===== src/rtl/timestamp_pkg.sv =====
// Timestamp word layout shared by the tagger and the receive-side unwrap logic.
// Field positions are expressed relative to the payload width.
package timestamp_pkg;

    localparam int TS_W = 8;

    function automatic int TS_LSB(input int data_w);
        return data_w;
    endfunction

    function automatic int IS_MARKER_BIT(input int data_w);
        return data_w + TS_W;
    endfunction

    function automatic int TX_W(input int data_w);
        return data_w + TS_W + 1;
    endfunction

endpackage


===== src/rtl/timestamp_tagger_fifo.sv =====
// Synchronous show-ahead FIFO whose read word comes straight from storage flops.
// Pushes when full and pops when empty are ignored.
module timestamp_tagger_fifo #(
    parameter int W     = 25,
    parameter int DEPTH = 4
) (
    input  logic         i_clk,
    input  logic         i_rst,
    input  logic         i_push,
    input  logic [W-1:0] i_wdata,
    input  logic         i_pop,
    output logic [W-1:0] o_rdata,
    output logic         o_full,
    output logic         o_empty
);
    localparam int AW = $clog2(DEPTH);
    localparam logic [AW:0] L_DEPTH = (AW+1)'(DEPTH);

    logic [W-1:0]  r_mem [DEPTH];
    logic [AW-1:0] r_wptr;
    logic [AW-1:0] r_rptr;
    logic [AW:0]   r_count;
    logic          w_push;
    logic          w_pop;

    assign o_full  = (r_count == L_DEPTH);
    assign o_empty = (r_count == '0);
    assign w_push  = i_push & ~o_full;
    assign w_pop   = i_pop & ~o_empty;
    assign o_rdata = r_mem[r_rptr];

    always_ff @(posedge i_clk) begin
        if (i_rst) begin
            for (int i = 0; i < DEPTH; i++) begin
                r_mem[i] <= '0;
            end
            r_wptr  <= '0;
            r_rptr  <= '0;
            r_count <= '0;
        end else begin
            if (w_push) begin
                r_mem[r_wptr] <= i_wdata;
                r_wptr        <= r_wptr + 1'b1;
            end
            if (w_pop) begin
                r_rptr <= r_rptr + 1'b1;
            end
            r_count <= r_count + {{AW{1'b0}}, w_push}
                               - {{AW{1'b0}}, w_pop};
        end
    end

endmodule


===== src/rtl/timestamp_tagger.sv =====
// Tags samples with an 8-bit tick timestamp and inserts marker words
// during idle stretches so the receiver can unwrap the timestamp.
module timestamp_tagger
    import timestamp_pkg::*;
#(
    parameter int DATA_W          = 16,
    parameter int FIFO_DEPTH      = 4,
    parameter int MARKER_INTERVAL = 128
) (
    input  logic              clk_128M,
    input  logic              reset_128M,
    input  logic              ts_clk_edge_128M,
    input  logic [DATA_W-1:0] sample_data,
    input  logic              sample_valid,
    output logic              sample_ready,
    output logic [DATA_W+8:0] tx_data,
    output logic              tx_valid,
    input  logic              tx_ready,
    output logic [7:0]        stall_count
);
    localparam int L_TX_W   = TX_W(DATA_W);
    localparam int L_TS_LSB = TS_LSB(DATA_W);
    localparam int L_MARK   = IS_MARKER_BIT(DATA_W);
    localparam logic [TS_W-1:0] L_MI = TS_W'(MARKER_INTERVAL);

    logic [TS_W-1:0]   r_ts;
    logic [TS_W-1:0]   r_idle;
    logic [7:0]        r_stall;
    logic              w_full;
    logic              w_empty;
    logic              w_sample_push;
    logic              w_marker_pend;
    logic              w_marker_push;
    logic              w_push;
    logic [L_TX_W-1:0] w_word;

    assign sample_ready  = ~w_full & ~reset_128M;
    assign w_sample_push = sample_valid & sample_ready;
    assign w_marker_pend = (r_idle == L_MI);
    assign w_marker_push = w_marker_pend & ~w_full
                         & ~w_sample_push & ~reset_128M;
    assign w_push        = w_sample_push | w_marker_push;
    assign tx_valid      = ~w_empty;
    assign stall_count   = r_stall;

    always_comb begin
        w_word = '0;
        w_word[L_MARK] = w_marker_push;
        w_word[L_MARK-1:L_TS_LSB] = r_ts;
        if (!w_marker_push) begin
            w_word[DATA_W-1:0] = sample_data;
        end
    end

    // Idle tracks ts minus the last pushed timestamp, so a push on a
    // tick cycle restarts it at 1 rather than 0.
    always_ff @(posedge clk_128M) begin
        if (reset_128M) begin
            r_ts    <= '0;
            r_idle  <= '0;
            r_stall <= '0;
        end else begin
            if (ts_clk_edge_128M) begin
                r_ts <= r_ts + 1'b1;
            end
            if (w_push) begin
                r_idle <= TS_W'(ts_clk_edge_128M);
            end else if (ts_clk_edge_128M && !w_marker_pend) begin
                r_idle <= r_idle + 1'b1;
            end
            if (sample_valid && !sample_ready && r_stall != 8'hFF) begin
                r_stall <= r_stall + 1'b1;
            end
        end
    end

    timestamp_tagger_fifo #(
        .W     (L_TX_W),
        .DEPTH (FIFO_DEPTH)
    ) u_fifo (
        .i_clk   (clk_128M),
        .i_rst   (reset_128M),
        .i_push  (w_push),
        .i_wdata (w_word),
        .i_pop   (tx_ready),
        .o_rdata (tx_data),
        .o_full  (w_full),
        .o_empty (w_empty)
    );

endmodule

===== config.mk =====
export PLATFORM = sky130hd
export DESIGN_NAME = timestamp_tagger
export DESIGN_NICKNAME = d
export VERILOG_FILES = /design/src/rtl/timestamp_pkg.sv /design/src/rtl/timestamp_tagger_fifo.sv /design/src/rtl/timestamp_tagger.sv
export SDC_FILE = /design/constraint.sdc
export NUM_CORES = 1
export LEC_CHECK = 0
export ABC_AREA = 1
export CAP_MARGIN = 15
export CORE_UTILIZATION = 60
export CTS_BUF_LIST = sky130_fd_sc_hd__clkbuf_4 sky130_fd_sc_hd__clkbuf_8
export DETAILED_ROUTE_END_ITERATION = 8
export PLACE_DENSITY = 0.88
export SLEW_MARGIN = 15
export SYNTH_ARGS = -nofsm -noshare
export SYNTH_HDL_FRONTEND = slang
export SYNTH_SLANG_ARGS = --single-unit

===== constraint.sdc =====
create_clock -name clk_128M -period 7.1 [get_ports clk_128M]
set_clock_uncertainty 0.05 [all_clocks]
set_input_delay 1.42 -clock clk_128M [delete_from_list [all_inputs] [get_ports clk_128M]]
set_output_delay 1.42 -clock clk_128M [all_outputs]
set_load 0.01 [all_outputs]

* Word-level counts from Yosys, hierarchy flattened
Memories as Yosys holds them, arrays and structs flattened. A register that Yosys moved wholly into a read port is not among the register bits.
Index checks and enable logic that the tools add are counted.
** Word-level totals
- Bits in writable memories :: 100
- Output and inout bits :: 35
- Flip-flop bits (word level) :: 31
- Memories kept :: 1
- Word-level logic and storage cells :: 52
- Bits of input ports :: 21
** Memory list
- u_fifo.r_mem :: words 4, bits a word 25, read ports 1, clocked after memory_dff 1, wr ports 4, line timestamp_tagger_fifo.sv:19 : logic [W-1:0] r_mem [DEPTH];
** Operators by class
- Mux-type cells :: 13
- Reduce and logical (&&, ||, !) cells :: 9
- Add/subtract/negate cells :: 7
- Bitwise operators :: 12
- Equality and inequality tests :: 3
** Operator list (number)
- $mux 25 :: 1
- $reduce_or 25->1 :: 1
- $add 8x1->8 const B :: 3
- $mux 16 :: 1
- $eq 8x8->1 const B :: 1
- $mux 1 :: 8
- $ne 8x8->1 const B :: 1
- $and 1x1->1 :: 7
- $mux 2 :: 3
- $add 2x1->2 const B :: 2
- $not 1->1 :: 4
- $add 3x1->3 :: 1
- $eq 3x3->1 const B :: 1
- $logic_and 1x1->1 :: 3
- $logic_not 3->1 :: 1
- $sub 3x1->3 :: 1
- $logic_not 1->1 :: 2
- $reduce_bool 2->1 :: 1
- $reduce_or 2->1 :: 1
- $or 1x1->1 :: 1

* Logic depth before layout (Yosys ltp)
Gate-level depths: netlist of the first run.
- Depth in word-level cells :: 14
- Mapped depth :: 12
- Gate-level depth less buffers :: 12

* By module
Synthesis of the first run repeated with hierarchy kept, for this count alone.
** Unflattened totals
- Cells, all modules :: 686
- Area, all modules :: 6392.4 sq um
** Modules (own cells, without submodules)
- timestamp_tagger_fifo :: times used 1, cells an instance 469, seq. area each 3183.1 sq um, area each 4916.0 sq um
- timestamp_tagger :: times used 1, cells an instance 217, seq. area each 480.5 sq um, area each 1476.4 sq um

* Worst setup path before layout of the first run
Ideal clock, no wire load.
- Kind :: input to register
- Start point :: input sample_valid
- End point :: memory u_fifo.r_mem[1][0] (enable)
- Library setup time :: 0.442 ns
- Setup slack :: 2.861 ns
- Cell stages on the path :: 5
- Path buffers :: 1
- Data required time :: 6.608 ns
- Arrival time :: 3.747 ns
- Cells stage by stage :: buf_2 -> inv_1 -> nand2_8 -> nand3_1 -> o21ai_0
** RTL lines
- start, declared :: line timestamp_tagger.sv:14 : input logic sample_valid,
- end, declared :: line timestamp_tagger_fifo.sv:19

* Worst setup path in the final report of the first run
- Start point :: input reset_128M
- End point :: output sample_ready
** Between the ends
- Cells in the longest elaborated chain, start to end :: 2
** RTL lines
- start, declared :: line timestamp_tagger.sv:11 : input logic reset_128M,
- $not 1->1 :: line timestamp_tagger.sv:37 : assign sample_ready = ~w_full & ~reset_128M;
- $and 1x1->1 :: line timestamp_tagger.sv:37
- end, declared :: line timestamp_tagger.sv:15 : output logic sample_ready,
Every way passes these cells.

==> summary.md, run 1 <==
| Metric | Value |
|---|---|
| Critical path class | primary input to primary output |
| DR vias/cell | roughly 5.9 |
| Root buf cell | clkbuf_8 |
| Post_cts resized | 0 |
| Switching Share | 0.321 |
| Core ar. | 0.0104 sq mm |
| Period minus WS final | between 5 and 6 ns |
| Number of synthesized flops with an enable pin | 100 |
| CTS tree | yes |
| Hold-fix buffers, CTS | 0 |
| Hold-critical path depth | 2 |
| CP max FO | 20 |
| Die X | around 110 microns |
| Clock latency on the worst-skew pair | ~0.43 ns |
| Max H-tree Level | 4 |
| Reg-to-Reg Start | u_fifo.r_wptr[0]$_SDFFE_PP0N_ |
| IO Port Bufs | 55 |
| Average size of a mapped cell | 9.32 sq um |
| Largest net degree at the start of global routing | around 50 |
| Number of global-route vias before repair | 5161 |
| Number of DRC markers in iteration 0 | 475 |
| RR Endpoint | u_fifo.r_mem[0][17]$_SDFFCE_PN0P_ |
| Slowest stage delay, CP | approximately 0.63 ns |
| Worst Setup End Kind | primary output |
| Final critical-path share of the clock period | 0.719 |
| Syn_nets | between 700 and 800 |
| Hold Path End | r_idle[7]$_SDFFE_PP0P_ |
| GRT overflow | 0 |
| Worst-path clk slew | roughly 0.080 ns |
| Startpoint types | primary input |
| Crit path DAT | around 3.6 ns |
| Post-route ant nets | 0 |
| Mapped cell area | 0.00643 sq mm |
| Yosys cell types | 32 |
| Post-synthesis cell count | 690 |
| Most used DFF post-synth | edfxtp_1 |
| P_sw | slightly above 0.7 mW |
| Hold Startpoint | r_idle[7]$_SDFFE_PP0P_ |
| Fill cell count | between 700 and 800 |
| Setup TNS | 0 ns |
| CP Data Required Time | 5.63 ns |
| Post-CTS Setup Bufs | 0 |
| Rows | 37 |
| Total GRT Usage | 0.278 |
| DP HPWL | 9.16 mm |
| Post-Route WL | approximately 15 mm |
| Seq cells post-synth | ~130 |
| Yosys warns | 0 |
| # nets final | between 700 and 800 |
| Maximum clock rate | a little under 200 MHz |
| GPL Wtd Cong | approximately 0.86 |
| Setup-failing EPs final | 0 |
| Bufs on Longest Clock Path | 2 |
| Leakage | 3.07 nW |
| Starting Density | 0.620 |
| Final hold vios | 0 |
| # IOs | 56 |
| Die ar. | roughly 0.011 sq mm |
| Chip Height | ~110 microns |
| Area Growth Syn to Fin | 14.9% |
| Asr flop ratio synth | 0 |
| Worst Tran Pin Value | 0.929 ns |
| Max_slew headroom | 0.379 |
| Internal Power | 1.52 mW |
| Min-Delay Path Class | register to register |
| ANT cells | 0 |
| Via Count | 5183 |
| Cell taking the most area after synthesis | edfxtp_1 |
| Final Power | between 2 and 2.5 mW |
| WL/cell | ~17 microns |
| Slowest cell on the critical path | clkdlybuf4s50_1 |
| Max-Cap Viols | 0 |
| Post-synth top area share | 0.467 |
| Register-to-Register Path Depth | 3 |
| Comb pwr share | 0.269 |
| PwrDens | roughly 300 mW/mm^2 |
| Fin. max-slew vios | 0 |
| Layout cells sized above 1 | 0.105 |
| Clock share of power | 0.284 |
| Area contributors post-synth | edfxtp_1 47%, dfxtp_1 10%, nor2_1 6.2%, nand4_1 5.3%, inv_1 5.1% |
| Crit-path cells | clkdlybuf4s50_1 > inv_2 > nand2_2 > inv_2 > clkdlybuf4s50_1 |
| Register-to-Register Setup Slack | 4.47 ns |
| Initial antenna violation count | 0 |
| Unrepaired setup endpoints after global routing | no |
| Drt drc | 0 |
| Peak VDD IR | about 0.00023 V |
| Num Clock Sinks | roughly 130 |
| DRT Pass-1 Iters | 7 |
| CTS Buf Count | 17 |
| Seq/Total Area, Yosys | 0.570 |
| Status | complete, no violations |
| Reg power frac | 0.447 |
| First-pass GRT wire length | 23.9 mm |
==> flip-flops by register name, summed over array words and instances (netlist names), named ones only <==
name,cells
u_fifo.r_rptr,2
u_fifo.r_count,3
u_fifo.r_mem,100
r_ts,8
stall_count,8
r_idle,8
u_fifo.r_wptr,2
==> per-stage QoR <==
stage / hold slack [ns] / cell area, sq um / worst slack, ns / std cells / utilization
2_1_floorplan: 0.383 / 6430 / 2.86 / 690 / -
3_3_place_gp: 0.399 / 6980 / 2.08 / 844 / 0.673
3_5_place_dp: 0.426 / 6980 / 2.04 / 844 / 0.673
4_1_cts: 0.454 / 7380 / 2.02 / 876 / 0.712
5_1_grt: 0.481 / 7390 / 1.84 / 876 / 0.713
6_report: 0.453 / 7390 / 2.00 / 876 / 0.713
==> synth_stat cells (3+ instances only) <==
master    count
a21oi_1      21
buf_1         7
buf_2        10
buf_6         5
clkbuf_1     18
dfxtp_1      33
edfxtp_1    100
ha_1          6
inv_1        88
inv_2        11
nand2_1      81
nand3_1      17
nand4_1      54
nor2_1      107
nor2_2        3
nor3_1       10
nor3_2       12
o21ai_0      57
o22ai_1      25
xor2_1        7
==> cell type report <==
| type | instances | area (sq um) | area share |
|---|---|---|---|
| multi-input cells | 416 | 2190 | 0.297 |
| clock buffers | 18 | 241 | 0.0327 |
| well taps | 136 | 170 | 0.0230 |
| inverters | 99 | 372 | 0.0503 |
| flip-flops and latches | 133 | 3660 | 0.496 |
| clock inverters | 14 | 161 | 0.0218 |
| repair buffers | 60 | 588 | 0.0796 |
==> power groups by stage <==
stage          Combinational [mW]  Clock (mW)  Sequential, mW
5_1_grt                     0.655       0.669            1.01
6_report                    0.603       0.636            1.00
3_3_place_gp                0.572           0            1.01
4_1_cts                     0.600       0.640            1.00
2_1_floorplan               0.384           0           0.974
3_5_place_dp                0.592           0            1.02
==> per-layer routing <==
layer | share of wire | routed length (microns) | GRT usage
met5 | 0 | 0 | 0
met4 | 0.027 | 400 | 0.121
met3 | 0.070 | 1060 | 0.0569
met2 | 0.51 | 7680 | 0.488
met1 | 0.39 | 5950 | 0.332
==> logic make-up after synthesis <==
family	after synthesis	synth area share
compound gates	105	0.0866
xor+xnor	8	0.0109
fa+ha+maj	7	0.0148
buf+inv	141	0.0912
flops	133	0.570
simple gates	296	0.227
==> worst max-delay path: cells and delay by family <==
kind / cells / cell delay, ns
AND/OR/NAND/NOR: 1 / 0.35
buffers and inverters: 4 / 1.85
==> placed cells by master, fill, tap and decap left out, drive strengths merged <==
cell | netlist | layout
a21oi | 21 | 21
and2 | 1 | 1
buf | 24 | 5
bufinv | 0 | 3
clkbuf | 18 | 18
clkdlybuf4s50 | 0 | 55
clkinv | 0 | 9
clkinvlp | 0 | 2
dfxtp | 33 | 33
edfxtp | 100 | 100
fa | 1 | 1
ha | 6 | 6
inv | 99 | 99
nand2 | 87 | 87
nand3 | 19 | 19
nand3b | 1 | 1
nand4 | 55 | 55
nor2 | 111 | 111
nor3 | 22 | 22
o21ai | 59 | 59
o22ai | 25 | 25
xnor2 | 1 | 1
xor2 | 7 | 7
==> how the worst max path moves through the flow <==
stage	from	endpoint	cells past startpoint
after floorplan	sample_valid	u_fifo.r_mem[1][0]$_SDFFCE_PN0P_	5
after global placement	reset_128M	sample_ready	5
after detailed placement	reset_128M	sample_ready	5
after CTS	reset_128M	sample_ready	5
after global routing	reset_128M	sample_ready	5
final	reset_128M	sample_ready	5
(Power assumes the default switching activity.)
==> inputs of run 2 (changes only) <==
--- a/config.mk
+++ b/config.mk
@@ -7,10 +7,10 @@
 export LEC_CHECK = 0
 export ABC_AREA = 1
 export CAP_MARGIN = 15
-export CORE_UTILIZATION = 60
+export CORE_UTILIZATION = 54
 export CTS_BUF_LIST = sky130_fd_sc_hd__clkbuf_4 sky130_fd_sc_hd__clkbuf_8
 export DETAILED_ROUTE_END_ITERATION = 8
-export PLACE_DENSITY = 0.88
+export PLACE_DENSITY = 0.84
 export SLEW_MARGIN = 15
 export SYNTH_ARGS = -nofsm -noshare
 export SYNTH_HDL_FRONTEND = slang
==> constraint.sdc (replaced) <==
create_clock -name clk_128M -period 4.5 [get_ports clk_128M]
set_clock_uncertainty 0.05 [all_clocks]
set_input_delay 0.9 -clock clk_128M [delete_from_list [all_inputs] [get_ports clk_128M]]
set_output_delay 0.9 -clock clk_128M [all_outputs]
set_load 0.01 [all_outputs]
==> summary.md, run 2 (same netlist as run 1, synthesis figures left out) <==
| Metric | Value |
|---|---|
| Status | finished with violations |
| Failing checks | DRC |
| Leakage | 3.09 nW (+0.75%) |
| Die X | 111 microns (+5.3%) |
| PwrDens | 480 mW/mm^2 (+58%) |
| Post-Route WL | 14.9 mm (-1.4%) |
| Final hold vios | 0 (unchanged) |
| Largest net degree at the start of global routing | 51 (unchanged) |
| Min-Delay Path Class | register to register |
| DRT Pass-1 Iters | 7 (unchanged) |
| Via Count | 5120 (-1.2%) |
| M1 WL | 5.81 mm (-2.4%) |
| Root buf cell | clkbuf_8 |
| Clock latency on the worst-skew pair | 0.44 ns (about the same) |
| Area Growth Syn to Fin | 15.7% |
| CTS tree | yes |
| Number of global-route vias before repair | 5049 (-2.2%) |
| Starting Density | 0.558 (-0.0617) |
| Startpoint types | primary input |
| CP max FO | 17 (-15%) |
| Most common cell after layout, fill and taps aside | nor2_1 |
| DR top layer | met5 |
| Core ar. | 0.0115 sq mm (+11%) |
| Period minus WS final | roughly 3.7 ns |
| Die ar. | 0.0123 sq mm (+11%) |
| Number of DRC markers in iteration 0 | 363 (-24%) |
| Most frequent cells in the layout | 106 x nor2_1, 100 x edfxtp_1, 88 x inv_1 |
| Peak VDD IR | 0.000223 V (-2.1%) |
| Initial antenna violation count | 1 (+1) |
| Slowest stage delay, CP | 0.66 ns (+0.03 ns) |
| Multi-input gate area | 0.00219 sq mm (-0.23%) |
| Max-Cap Viols | 0 (unchanged) |
| Fin. max-slew vios | 0 (unchanged) |
| Rows | 39 (+5.4%) |
| Unrepaired setup endpoints after global routing | no |
| Drt drc | 6 (+6) |
| DR WL met3 | 1.15 mm (+8.3%) |
| Slowest cell on the critical path | clkdlybuf4s50_1 |
| Area post-placement | 0.00703 sq mm (+0.66%) |
| GPL Wtd Cong | 0.792 (-7.4%) |
| Critical path class | primary input to primary output |
| Worst Setup End Kind | primary output |
| Fill cell count | 866 (+20%) |
| Bufs on Longest Clock Path | 2 (unchanged) |
| First-pass GRT wire length | 24.3 mm (+1.7%) |
| Sequential standard cell area | 0.00366 sq mm (about the same) |
| Worst-path clk slew | 0.08 ns (about the same) |
| Worst Tran Pin Value | 0.812 ns (-0.117 ns) |
| IO Port Bufs | 55 (unchanged) |
| Layout cells sized above 1 | 0.106 (+0.000635) |
| Finished Cell Area | 0.00744 sq mm (+0.69%) |
| Max H-tree Level | 4 (unchanged) |
| Maximum clock rate | ~270 MHz |
| Met2 wire length | 7.51 mm (-2.2%) |
| ANT cells | 0 (unchanged) |
| CTS Buf Count | 17 (unchanged) |
| Total GRT Usage | 0.255 (-0.0239) |
| Crit-path cells | clkdlybuf4s50_1 > inv_2 > nand2_2 > inv_2 > clkdlybuf4s50_1 |
| # IOs | 56 (unchanged) |
| GRT overflow | 0 (unchanged) |
| Post_cts resized | 0 (unchanged) |
| WL/cell | 16.8 microns (-2.7%) |
| Crit path DAT | 2.75 ns (-0.88 ns) |
| Hold-fix buffers, CTS | 0 (unchanged) |
| Setup-failing EPs final | 0 (unchanged) |
| DP HPWL | 9.44 mm (+3.0%) |
| DR vias/cell | 5.77 (-2.6%) |
| Max reg flops | 100 (unchanged) |
| # nets final | 760 (+0.66%) |
| Num Clock Sinks | 133 (unchanged) |
| Chip Height | 111 microns (+5.3%) |
| Setup TNS | 0 ns (unchanged) |
| CP Data Required Time | 3.55 ns (-2.08 ns) |
| Post-route ant nets | 0 (unchanged) |
| Max_slew headroom | 0.458 (+0.0791) |
| Final critical-path share of the clock period | 0.823 |
| Reg with most FFs | u_fifo.r_mem |
| Post-CTS Setup Bufs | 0 (unchanged) |
run 2: cell types whose count changed in the layout (fill, tap and decap cells not counted):
cell,delta
buf_4,+5
clkbuf_4,-1
clkinv_1,+1
clkinv_2,-4
clkinv_4,+1
dfxtp_1,+1
dfxtp_2,-1
inv_6,+3
nand2_1,+2
nand2_2,-2
run 2: final cells by class:
| cell class | count | share of cell area |
|---|---|---|
| sequential | 133 | 0.492 |
| clock inverter | 15 | 0.0242 |
| tap | 143 | 0.0240 |
| timing repair buffer | 65 | 0.0841 |
| clock buffer | 17 | 0.0314 |
| inverter | 99 | 0.0499 |
| multi-input combinational | 416 | 0.294 |
run 2: path summary, 6_finish.rpt:
| kind | slack, ns | depth (start not counted) | start | endpoint |
|---|---|---|---|---|
| worst max-delay path | 0.80 | 5 | reset_128M | sample_ready |
| worst min-delay path | 0.42 | 2 | u_fifo.r_rptr[1]$_SDFFE_PP0P_ | u_fifo.r_rptr[1]$_SDFFE_PP0P_ |
| worst max register to register | 1.78 | 3 | u_fifo.r_wptr[0]$_SDFFE_PP0N_ | u_fifo.r_mem[1][17]$_SDFFCE_PN0P_ |
| worst min register to register | 0.42 | 2 | u_fifo.r_rptr[1]$_SDFFE_PP0P_ | u_fifo.r_rptr[1]$_SDFFE_PP0P_ |
run 2: power breakdown:
part           total (mW)  switching [mW]  internal (mW)
sequential           1.54          0.0677           1.47
combinational       0.994           0.612          0.382
clock                1.04           0.488          0.551
total                3.57            1.17           2.41
run 2: metal layers:
layer,vias up,track usage
li1,2431,-
met3,43,0.0623
met1,2398,0.301
met4,2,0.125
met5,-,0
met2,246,0.435
run 2: worst max-delay path: cells and delay by family:
family	cells	cell delay, ns
buffers and inverters	4	1.76
and+or+nand+nor	1	0.10
run 2: stage by stage:
step	worst slack [ns]	power [mW]	utilization	std cells	hold slack (ns)
after floorplan	0.781	2.14	-	690	0.383
final	0.796	3.57	0.646	888	0.423
after global routing	0.691	3.74	0.646	888	0.429
after global placement	0.848	2.50	0.610	856	0.399
after CTS	0.808	3.57	0.646	888	0.420
after detailed placement	0.808	2.55	0.610	856	0.405
==> inputs of run 3 (changes only) <==
--- a/config.mk
+++ b/config.mk
@@ -7,10 +7,10 @@
 export LEC_CHECK = 0
 export ABC_AREA = 1
 export CAP_MARGIN = 15
-export CORE_UTILIZATION = 54
+export CORE_UTILIZATION = 60
 export CTS_BUF_LIST = sky130_fd_sc_hd__clkbuf_4 sky130_fd_sc_hd__clkbuf_8
 export DETAILED_ROUTE_END_ITERATION = 8
-export PLACE_DENSITY = 0.84
+export PLACE_DENSITY = 0.88
 export SLEW_MARGIN = 15
 export SYNTH_ARGS = -nofsm -noshare
 export SYNTH_HDL_FRONTEND = slang
==> constraint.sdc (replaced) <==
create_clock -name clk_128M -period 3.7 [get_ports clk_128M]
set_clock_uncertainty 0.05 [all_clocks]
set_input_delay 0.74 -clock clk_128M [delete_from_list [all_inputs] [get_ports clk_128M]]
set_output_delay 0.74 -clock clk_128M [all_outputs]
set_load 0.01 [all_outputs]
==> summary.md, run 3 (same netlist as run 1, synthesis figures left out) <==
| Metric | Value |
|---|---|
| Slowest cell on the critical path | clkdlybuf4s50_1 |
| Top Family by Delay on Critical Path | buffers and inverters |
| Peak VDD IR | 0.000339 V (+52%) |
| Finished Cell Area | 0.00748 sq mm (+0.55%) |
| Final critical-path share of the clock period | 0.832 |
| Chip Height | 106 microns (-5.0%) |
| Final Power | 4.39 mW (+23%) |
| Period minus WS final | 3.08 ns |
| Area post-placement | 0.00706 sq mm (+0.48%) |
| DR vias/cell | 5.76 (about the same) |
| Fill cell count | 738 (-15%) |
| WL/cell | 16.5 microns (-1.3%) |
| Critical path class | register to primary output |
| PwrDens | 587 mW/mm^2 (+22%) |
| DP HPWL | 9.12 mm (-3.4%) |
| Max_slew headroom | 0.469 (+0.0113) |
| Via Count | 5101 (-0.37%) |
| Number of global-route vias before repair | 5030 (-0.38%) |
| Status | complete, no violations |
| Root buf cell | clkbuf_8 |
| WP buf/inv | 2 (-2) |
| CP max FO | 50 (+33) |
| IO Port Bufs | 55 (unchanged) |
| Bufs on Longest Clock Path | 2 (unchanged) |
| CTS Buf Count | 17 (unchanged) |
| Largest net degree at the start of global routing | 51 (unchanged) |
| Setup ws final | 0.620 ns (-0.176 ns) |
| Clock latency on the worst-skew pair | 0.45 ns (about the same) |
| Num Clock Sinks | 133 (unchanged) |
| Multi-input gate area | 0.00219 sq mm (unchanged) |
| Drt drc | 0 (-6) |
| Setup TNS | 0 ns (unchanged) |
| # nets final | 764 (+0.53%) |
| Post_cts resized | 0 (unchanged) |
| Max-Cap Viols | 0 (unchanged) |
| Reg-to-Reg Start | r_idle[0]$_SDFFE_PP0P_ |
| Fin. max-slew vios | 0 (unchanged) |
| Initial antenna violation count | 1 (unchanged) |
| GPL Wtd Cong | 0.826 (+4.3%) |
| Final hold vios | 0 (unchanged) |
| Post-Route WL | 14.6 mm (-1.6%) |
| First-pass GRT wire length | 23.8 mm (-1.9%) |
| Min-Delay Path Class | register to register |
| # IOs | 56 (unchanged) |
| Setup-failing EPs final | 0 (unchanged) |
| Worst Setup End Kind | primary output |
| Startpoint types | register |
| CTS tree | yes |
| Reg with most FFs | u_fifo.r_mem |
| Register-to-Register Path Depth | 12 (+9) |
| Total GRT Usage | 0.279 (+0.0244) |
| Hold-critical path depth | 2 (unchanged) |
| Hold Startpoint | u_fifo.r_rptr[1]$_SDFFE_PP0P_ |
| Final hold slack | 0.453 ns (+0.0306 ns) |
| Pre-CTS setup slack | 0.663 ns (-0.144 ns) |
| Worst-path clk slew | 0.07 ns (about the same) |
| Post-route ant nets | 0 (unchanged) |
| Starting Density | 0.620 (+0.0617) |
| Leakage | 3.13 nW (+1.2%) |
| GRT overflow | 0 (unchanged) |
| ANT cells | 0 (unchanged) |
| CP Data Required Time | 2.91 ns (-0.64 ns) |
| Rows | 37 (-5.1%) |
| DRT Pass-1 Iters | 6 (-1) |
| Max H-tree Level | 4 (unchanged) |
| Most frequent cells in the layout | 106 x nor2_1, 100 x edfxtp_1, 88 x inv_1 |
| Unrepaired setup endpoints after global routing | no |
| Layout cells sized above 1 | 0.111 (+0.00477) |
| Slowest stage delay, CP | 0.59 ns (-0.07 ns) |
| Max reg flops | 100 (unchanged) |
| Area Growth Syn to Fin | 16.3% |
| Crit-path cells | buf_4 > o21ai_0 > o22ai_1 > clkdlybuf4s50_1 |
| Core ar. | 0.0104 sq mm (-10%) |
| Die X | 106 microns (-5.0%) |
| Worst Tran Pin Value | 0.795 ns (-0.0170 ns) |
| Critical path depth in cells | 4 (-1) |
| Register-to-Register Setup Slack | 1.43 ns (-0.35 ns) |
| Sequential standard cell area | 0.00366 sq mm (unchanged) |
| Maximum clock rate | ~320 MHz |
| Hold-fix buffers, CTS | 0 (unchanged) |
| Most common cell after layout, fill and taps aside | nor2_1 |
| Number of DRC markers in iteration 0 | 376 (+3.6%) |
| Post-CTS Setup Bufs | 0 (unchanged) |
| Crit path DAT | 2.29 ns (-0.46 ns) |
| Die ar. | 0.0111 sq mm (-9.8%) |
[run 3: metal layers]
metal / share of wire / GRT usage
met5: 0.00089 / 0
met4: 0.020 / 0.107
met2: 0.52 / 0.484
met1: 0.38 / 0.329
met3: 0.075 / 0.0785
[run 3: cell type report]
cell class              count  share of cell area
inverters                  99              0.0497
clock buffers              17              0.0313
clock inverters            15              0.0251
repair buffers             69              0.0893
multi-input cells         416               0.292
flip-flops and latches    133               0.490
well taps                 136              0.0227
[run 3: power breakdown]
group | switching, mW | leakage, nW | internal [mW] | total [mW]
logic | 0.764 | 1.61 | 0.483 | 1.25
registers | 0.0631 | 1.30 | 1.79 | 1.85
clock network | 0.562 | 0.216 | 0.726 | 1.29
total | 1.39 | 3.13 | 3.00 | 4.39
[run 3: through the flow]
step	instances	utilization
floorplan	690	-
global placement	853	0.681
detailed placement	853	0.681
CTS	885	0.722
global route	885	0.722
finish	885	0.722
[run 3: worst paths after layout]
kind                              endpoint
max reg2reg   u_fifo.r_count[2]$_SDFF_PP0_
min          u_fifo.r_rptr[1]$_SDFFE_PP0P_
min reg2reg  u_fifo.r_rptr[1]$_SDFFE_PP0P_
max                             tx_data[3]
[run 3: tightest hold or removal path: stages, from the launching register on]
cell     delay [ns]
dfxtp_1        0.32
inv_1          0.06
a21oi_1        0.08
